**config.mk**
```make
export PLATFORM = sky130hd
export DESIGN_NAME = clock_monitor
export DESIGN_NICKNAME = d
export VERILOG_FILES = /design/src/rtl/clock_monitor_pkg.sv /design/src/rtl/clock_monitor_sync_edge_detect.sv /design/src/rtl/clock_monitor.sv
export SDC_FILE = /design/constraint.sdc
export NUM_CORES = 1
export LEC_CHECK = 0
export ABC_AREA = 1
export CAP_MARGIN = 20
export CORE_MARGIN = 8
export CORE_UTILIZATION = 40
export CTS_CLUSTER_SIZE = 10
export DETAILED_ROUTE_END_ITERATION = 6
export DONT_BUFFER_PORTS = 1
export GPL_TIMING_DRIVEN = 0
export PLACE_DENSITY_LB_ADDON = 0.05
export SLEW_MARGIN = 15
export SYNTH_ARGS = -nofsm -noshare
export SYNTH_HDL_FRONTEND = slang
export SYNTH_HIERARCHICAL = 1
export SYNTH_SLANG_ARGS = --single-unit
```
**constraint.sdc**
```tcl
create_clock -name clk -period 2.1 [get_ports clk]
set_input_delay 0 -clock clk [delete_from_list [all_inputs] [get_ports clk]]
set_output_delay 0 -clock clk [all_outputs]
set_load 0.005 [all_outputs]
```
**src/rtl/clock_monitor_pkg.sv**
```systemverilog
// Shared constants, state encoding and elaboration helpers for the divided-clock monitor.
// Defaults target a 40 MHz system clock watching dividers down to 1 Hz.

package clock_monitor_pkg;

   localparam int unsigned CLK_MON_CNT_W       = 26;
   localparam int unsigned CLK_MON_TIMEOUT     = 50_000_000;
   localparam int unsigned CLK_MON_SYNC_STAGES = 2;
   localparam int unsigned CLK_MON_MIN_PERIOD  = 4;

   typedef enum logic [1:0] {
      CLK_MON_IDLE    = 2'd0,
      CLK_MON_MEASURE = 2'd1,
      CLK_MON_STALL   = 2'd2
   } clk_mon_state_e;

   // True when the largest count the monitor can hold (timeout - 1) fits in cnt_w bits.
   function automatic bit timeout_fits(input int unsigned cnt_w, input int unsigned timeout);
      return (64'(timeout) - 64'd1) < (64'd1 << cnt_w);
   endfunction

endpackage

```
**src/rtl/clock_monitor_sync_edge_detect.sv**
```systemverilog
// Brings an asynchronous slow input into the clk domain and flags its rising edges.
// Reusable for push-buttons and other slow asynchronous inputs.

module clock_monitor_sync_edge_detect #(
   parameter int unsigned SYNC_STAGES = 2
) (
   input  logic clk,
   input  logic rst,
   input  logic async_in,
   output logic rise_c
);

   logic [SYNC_STAGES-1:0] sync_q;
   logic                   edge_q;

   generate
      if (SYNC_STAGES < 2) begin : g_bad_stages
         $error("clock_monitor_sync_edge_detect: SYNC_STAGES must be at least 2");
      end
   endgenerate

   // Synchroniser chain followed by one edge flop holding the previous synchronised value.
   always_ff @(posedge clk or posedge rst) begin
      if (rst) begin
         sync_q <= '0;
         edge_q <= 1'b0;
      end else begin
         sync_q <= {sync_q[SYNC_STAGES-2:0], async_in};
         edge_q <= sync_q[SYNC_STAGES-1];
      end
   end

   assign rise_c = sync_q[SYNC_STAGES-1] & ~edge_q;

endmodule

```
**src/rtl/clock_monitor.sv**
```systemverilog
// Measures the period of a slow divided clock in clk cycles, reporting each
// completed period and flagging stalled (timeout) or too-fast/glitching input.

module clock_monitor
   import clock_monitor_pkg::*;
#(
   parameter int unsigned CNT_W       = CLK_MON_CNT_W,
   parameter int unsigned SYNC_STAGES = CLK_MON_SYNC_STAGES,
   parameter int unsigned TIMEOUT     = CLK_MON_TIMEOUT,
   parameter int unsigned MIN_PERIOD  = CLK_MON_MIN_PERIOD
) (
   input  logic             clk,
   input  logic             rst,
   input  logic             clk_in,
   input  logic             clear,
   output logic [CNT_W-1:0] period,
   output logic             period_valid,
   output logic             timeout,
   output logic             too_fast,
   output logic             locked
);

   localparam logic [CNT_W-1:0] CNT_ONE = CNT_W'(1);
   localparam logic [CNT_W-1:0] CNT_MAX = CNT_W'(TIMEOUT - 1);
   localparam logic [CNT_W-1:0] CNT_MIN = CNT_W'(MIN_PERIOD);

   generate
      if (!timeout_fits(CNT_W, TIMEOUT)) begin : g_bad_cnt_w
         $error("clock_monitor: CNT_W too narrow to hold TIMEOUT-1");
      end
   endgenerate

   logic             rise_c;
   clk_mon_state_e   state,        state_n;
   logic [CNT_W-1:0] count,        count_n;
   logic [CNT_W-1:0] period_n;
   logic             period_valid_n;
   logic             timeout_n;
   logic             too_fast_n;
   logic             locked_n;

   clock_monitor_sync_edge_detect #(
      .SYNC_STAGES (SYNC_STAGES)
   ) u_sync_edge (
      .clk      (clk),
      .rst      (rst),
      .async_in (clk_in),
      .rise_c   (rise_c)
   );

   // Next-state and next-output logic; clear outranks any edge, and an edge outranks timeout.
   always_comb begin
      state_n        = state;
      count_n        = count;
      period_n       = period;
      period_valid_n = 1'b0;
      too_fast_n     = 1'b0;
      timeout_n      = timeout;
      locked_n       = locked;

      if (clear) begin
         state_n   = CLK_MON_IDLE;
         count_n   = '0;
         timeout_n = 1'b0;
         locked_n  = 1'b0;
      end else begin
         unique case (state)
            CLK_MON_IDLE: begin
               if (rise_c) begin
                  count_n = CNT_ONE;
                  state_n = CLK_MON_MEASURE;
               end
            end

            CLK_MON_MEASURE: begin
               if (rise_c) begin
                  count_n = CNT_ONE;
                  if (count >= CNT_MIN) begin
                     period_n       = count;
                     period_valid_n = 1'b1;
                     locked_n       = 1'b1;
                  end else begin
                     too_fast_n = 1'b1;
                  end
               end else if (count == CNT_MAX) begin
                  state_n   = CLK_MON_STALL;
                  timeout_n = 1'b1;
                  locked_n  = 1'b0;
               end else begin
                  count_n = count + CNT_ONE;
               end
            end

            CLK_MON_STALL: begin
               // Count stays parked at TIMEOUT-1; the partial period is discarded.
               if (rise_c) begin
                  timeout_n = 1'b0;
                  count_n   = CNT_ONE;
                  state_n   = CLK_MON_MEASURE;
               end
            end

            default: begin
               state_n = CLK_MON_IDLE;
               count_n = '0;
            end
         endcase
      end
   end

   // State, counter and registered outputs.
   always_ff @(posedge clk or posedge rst) begin
      if (rst) begin
         state        <= CLK_MON_IDLE;
         count        <= '0;
         period       <= '0;
         period_valid <= 1'b0;
         timeout      <= 1'b0;
         too_fast     <= 1'b0;
         locked       <= 1'b0;
      end else begin
         state        <= state_n;
         count        <= count_n;
         period       <= period_n;
         period_valid <= period_valid_n;
         timeout      <= timeout_n;
         too_fast     <= too_fast_n;
         locked       <= locked_n;
      end
   end

endmodule

```
=== Word level (Yosys, flattened, before mapping) ===
Cells that the tools add are included.

* Bits in registers: 61
* Input bits: 4

* Equal/unequal tests: 9
* $add $sub $neg: 1
* Bitwise gates (word level): 3
* Order comparisons: 1
* Mux-type cells: 28
* Reductions and logical operators: 10

{| class="wikitable"
|+ Operators by type and width
! kind !! number
|-
| two-way mux 26 bit || 4
|-
| case mux 26 bit (2 select lines) || 1
|-
| adder 26 x 1 -> 26 bit, second input constant || 1
|-
| equality test 26 bit, second input constant || 1
|-
| >= comparator 26 x 3 -> 1 bit, second input constant || 1
|-
| two-way mux 1 bit || 17
|-
| != test 3 bit, second input constant || 3
|-
| two-way mux 2 bit || 4
|-
| AND reduction 4 bit || 2
|-
| AND reduction 3 bit || 2
|-
| nonzero test 3 bit || 2
|-
| != test 4 bit, second input constant || 1
|-
| case mux 2 bit (2 select lines) || 1
|-
| != test 3 x 1 -> 1 bit, second input constant || 1
|-
| != test 3 x 2 -> 1 bit, second input constant || 1
|-
| equality test 2 x 1 -> 1 bit, second input constant || 1
|-
| equality test 2 bit, second input constant || 1
|-
| zero test 2 bit || 1
|-
| inverter 1 bit || 2
|-
| case mux 1 bit (2 select lines) || 1
|-
| AND reduction 2 bit || 1
|-
| nonzero test 2 bit || 1
|-
| OR reduction 2 bit || 1
|-
| AND 1 bit || 1
|}

=== Depth between registers and ports, before layout ===
* Depth after elaboration: 5
* Depth in mapped cells: 12
* Depth with buffers taken out: 11

=== Hierarchy ===
The synthesis kept the hierarchy.

{| class="wikitable"
|+ Modules (own cells, without submodules)
! module !! area an instance (um^2) !! cells an instance !! times used !! sequential area each (um^2)
|-
| clock_monitor || 3240.6 || 432 || 1 || 1451.4
|-
| clock_monitor_sync_edge_detect || 88.8 || 6 || 1 || 75.1
|}

=== Least setup slack after synthesis ===
Ideal clock, no wire load.

* Path kind: register -> register
* Start: register count[0]
* End: register count[17]
* Slack: 0.247 ns
* Data arrival time: 1.738 ns
* Clock period less this slack: 1.853 ns
* Stages on the path, launching flop included: 13
* Cells stage by stage: dfrtp_1 ha_1 nand3_2 nor2_4 inv_2 nor2_4 nand4_4 nand2_4 inv_2 buf_6 buf_12 nand3_2 nand2_2

* Word-level cells in the longest chain between the ends: 5

{| class="wikitable"
|+ RTL lines
! element !! line !! source
|-
| start: declaration || clock_monitor.sv:35 || <nowiki>logic [CNT_W-1:0] count, count_n;</nowiki>
|-
| start signal: assignment || clock_monitor.sv:123 || <nowiki>count <= count_n;</nowiki>
|-
| adder 26 x 1 -> 26 bit || clock_monitor.sv:90 || <nowiki>count_n = count + CNT_ONE;</nowiki>
|-
| two-way mux 26 bit || clock_monitor.sv:85 || <nowiki>end else if (count == CNT_MAX) begin</nowiki>
|-
| two-way mux 26 bit || clock_monitor.sv:76 || <nowiki>if (rise_c) begin</nowiki>
|-
| case mux 26 bit (2 select lines) || clock_monitor.sv:67 || <nowiki>unique case (state)</nowiki>
|-
| two-way mux 26 bit || clock_monitor.sv:61 || <nowiki>if (clear) begin</nowiki>
|}

Several ways; a longest one is shown, not always the timed one. The select of a mux whose other input is x is not followed.
A chain may end at the register's enable or synchronous reset.

=== Final worst setup path ===
* Start: register count[0]
* End: register count[23]

The elaborated chain is that of the path after synthesis.

==> results by group <==
GRT
  • Number of global-route vias before repair: 2,924
  • Total gr overflow: 0
  • Total GRT Usage: 0.1749
  • First-pass GRT wire length: 15.60 mm
  • Antenna violations before repair: 0
  • Largest net degree at the start of global routing: 59

Drt
  • Vias: about 3,000
  • Vias/cell: 5.303
  • Routed Antenna Nets: 0
  • DR iter-0 viols: 211
  • Final Routed Wirelength: between 9 and 10 mm
  • Metal3 WL: between 600 and 700 um
  • Max Used Layer: met4
  • Wire per inst: 16.70 um
  • First-pass DRT Iterations: 5
  • M1 WL: 4.400 mm
  • Met2 wire len: roughly 4.2 mm
  • DRC viols: 0

Power
  • Cell Pwr Density: 699.9 nW/um^2
  • Worst vdd ir: 0.0003224 V
  • Leak: ~1.7 nW

Timing
  • Unrepaired setup endpoints after global routing: no
  • Final hold vios: 0
  • Max-slew violation count: 0
  • Min Clock Period, post-route: 2.010 ns
  • Hold_ws: 0.03031 ns
  • Worst Skew: 0.01209 ns
  • Fmax achieved: approximately 500 MHz
  • Final period util: 0.9574
  • Worst Tran Pin Value: 0.7302 ns
  • Slew Limit Headroom: 0.5132
  • Final setup viols: 0

Yosys
  • Count of cell types in the netlist: 28
  • Yosys reg bits: 61
  • Syn Nets: 444
  • Synthesized instance count: 438
  • Sequential area share after synthesis: 0.4585
  • Yosys warns: 6
  • Cell Area, Synth: 3329 um^2
  • Post-Syn Area per Cell: 7.601 um^2

Placement
  • PortBufs: 0
  • GP Congestion: between 0.9 and 1
  • Area after DPL: roughly 3500 um^2
  • Dpl hpwl: about 7 mm

Die
  • Num ports: 34
  • Chip height: 107.2 um
  • Std-Cell Rows: 33
  • Die area: 11,500 um^2
  • Initial Utilization: 0.4093
  • Core Area: 8134 um^2
  • Die W: 107.2 um

Finish
  • Design Area, Final: between 3000 and 4000 um^2
  • FILL cells: 787
  • Final net count: 461
  • Layout cell share with drive strength beyond 1: 0.1348
  • P&R area growth vs syn: 13.98%
  • Ant diodes: 0

Clock network
  • Num CTS Buffers: 9
  • CTS tree: built
  • CTS Buffer Depth: 2
  • CTS Sinks: ~60
  • # H-tree levels: 3
  • Clock-pin slew on the worst setup and hold paths: 0.07 ns
  • Worst-Skew Late Latency: 0.35 ns
  • Clock root buffer: clkbuf_8

Critical path
  • Kind of critical path: register to register
  • CP max FO: 10
  • WP data arrival: 2.25 ns
  • Reg2Reg Depth: 12
  • Crit. End Element: register
  • Critical Path RT: 2.34 ns
  • Setup crit start kind: register

Outcome
  • Run status: complete, no violations

Hold path
  • Hold Path Class: primary input to async pin

Flow run
  • Max-cap violations: 0
worst paths after layout:
path	from	endpoint	slack, ns
setup / recovery	count[0]	count[23]	0.09
hold / removal	rst	u_sync_edge/sync_q[0]	0.03
setup reg to reg	count[0]	count[23]	0.09
hold reg to reg	u_sync_edge/sync_q[0]	u_sync_edge/sync_q[1]	0.36
max in group asynchronous	rst	count[0]	1.29
min in group clk	clear	count[15]	0.05
flip-flops by register name (all words and copies together) (netlist names):
signal and count:
count 26, state 2, u_sync_edge/edge_q 1, period 26, locked 1, period_valid 1
u_sync_edge/sync_q 2, too_fast 1, timeout 1
stage by stage:
| step | total power [mW] | setup slack (ns) | instances | utilization | TNS [ns] |
|---|---|---|---|---|---|
| after floorplan | 1.331 | 0.2466 | 438 | - | 0 |
| after global placement | 1.385 | -0.2066 | 543 | 0.4255 | -11.83 |
| after detailed placement | 1.384 | -0.2210 | 543 | 0.4258 | -8.425 |
| after CTS | 2.670 | 0.02596 | 562 | 0.4613 | 0 |
| after global routing | 2.759 | 0.009649 | 565 | 0.4665 | 0 |
| final | 2.656 | 0.08955 | 565 | 0.4665 | 0 |
cell usage in the layout, fill, tap and decap left out, types with 2 or more instances in the layout:
cell type      instances
a21oi_1                3
buf_2                  3
buf_4                  5
bufinv_16              3
clkbuf_1               5
clkbuf_2               4
clkbuf_8               9
clkinv_2               2
dfrtp_1               59
dfrtp_2                2
dlygate4sd3_1          2
inv_1                 40
inv_2                  2
nand2_1              111
nand2_2                5
nand3_1               38
nand3_2                5
nand4_1               17
nor2_1                60
nor2_2                 3
nor2_4                 3
nor3_1                 7
o21ai_0               41
o21ai_2                6
xor2_1                 9
logic make-up after synthesis:
| group | Yosys count | share of synthesized area |
|---|---|---|
| xor gates and xnor gates | 9 | 0.02368 |
| DFF | 61 | 0.4585 |
| AOI/OAI and AO/OA | 54 | 0.09019 |
| adders and majority gates | 2 | 0.007515 |
| buffers and inverters | 59 | 0.07441 |
| and+or+nand+nor | 253 | 0.3457 |
power by group:
part | internal (mW) | switching, mW | leakage [nW]
Clock | 0.789 | 0.489 | 0.116
Combinational | 0.0436 | 0.136 | 0.706
Sequential | 1.19 | 0.0118 | 0.838
Total | 2.02 | 0.637 | 1.66
critical path: stages, from the launching register on:
cell     delay [ns]
dfrtp_2        0.43
ha_4           0.20
nand3_2        0.15
nor2_4         0.19
inv_2          0.06
nor2_4         0.12
nand4_4        0.15
nand2_8        0.15
inv_2          0.05
buf_6          0.14
buf_12         0.16
nand3_2        0.08
nand2_2        0.04
area by class of cell:
cell class,count,area [um^2],share of cell area
multi-input combinational,318,1584,0.4174
sequential,61,1529,0.4029
inverter,45,172.7,0.04550
tap,105,131.4,0.03462
clock buffer,10,127.6,0.03363
clock inverter,6,111.4,0.02934
buffer,14,88.84,0.02341
timing repair buffer,6,50.05,0.01319
cell usage after synthesis:
master    number  area (um^2)
nand4_1       17        106.4
xor2_1         9        78.83
buf_6          1        11.26
nand2_1      112        420.4
inv_2          2        7.510
o211ai_1       1        7.510
buf_2          2        10.01
nor2_2         1        6.260
ha_1           2        25.02
clkbuf_1      10        37.54
nor2_1        62        232.7
a21oi_1        3        15.01
o21ai_0       42        210.2
and2_2         1        7.510
nor3_1         7        35.03
o41ai_1        1        8.760
a31oi_1        1        6.260
nor2_4         3        33.78
inv_1         41        153.9
clkinv_1       2        7.510
dfrtp_1       61         1526
buf_12         1        20.02
o21ai_2        6        52.55
nand2_4        2        22.52
nand2_2        4        25.02
nand3_2        5        50.05
nand4_4        1        21.27
nand3_1       38        190.2
per-layer routing:
metal / track usage / vias to the layer above
met2: 0.2705 / 103
met3: 0.03899 / 20
met1: 0.2286 / 1419
met5: 0 / -
li1: - / 1454
met4: 0.07638 / 0
repair_timing:
item	in CTS	in global routing
resized for setup	9	13
setup endpoints to repair	48	47
buffers inserted	1	3
pin swaps	1	0
hold endpoints to repair	62	0
hold buffers	2	0
Power figures use the tool's default switching activity.
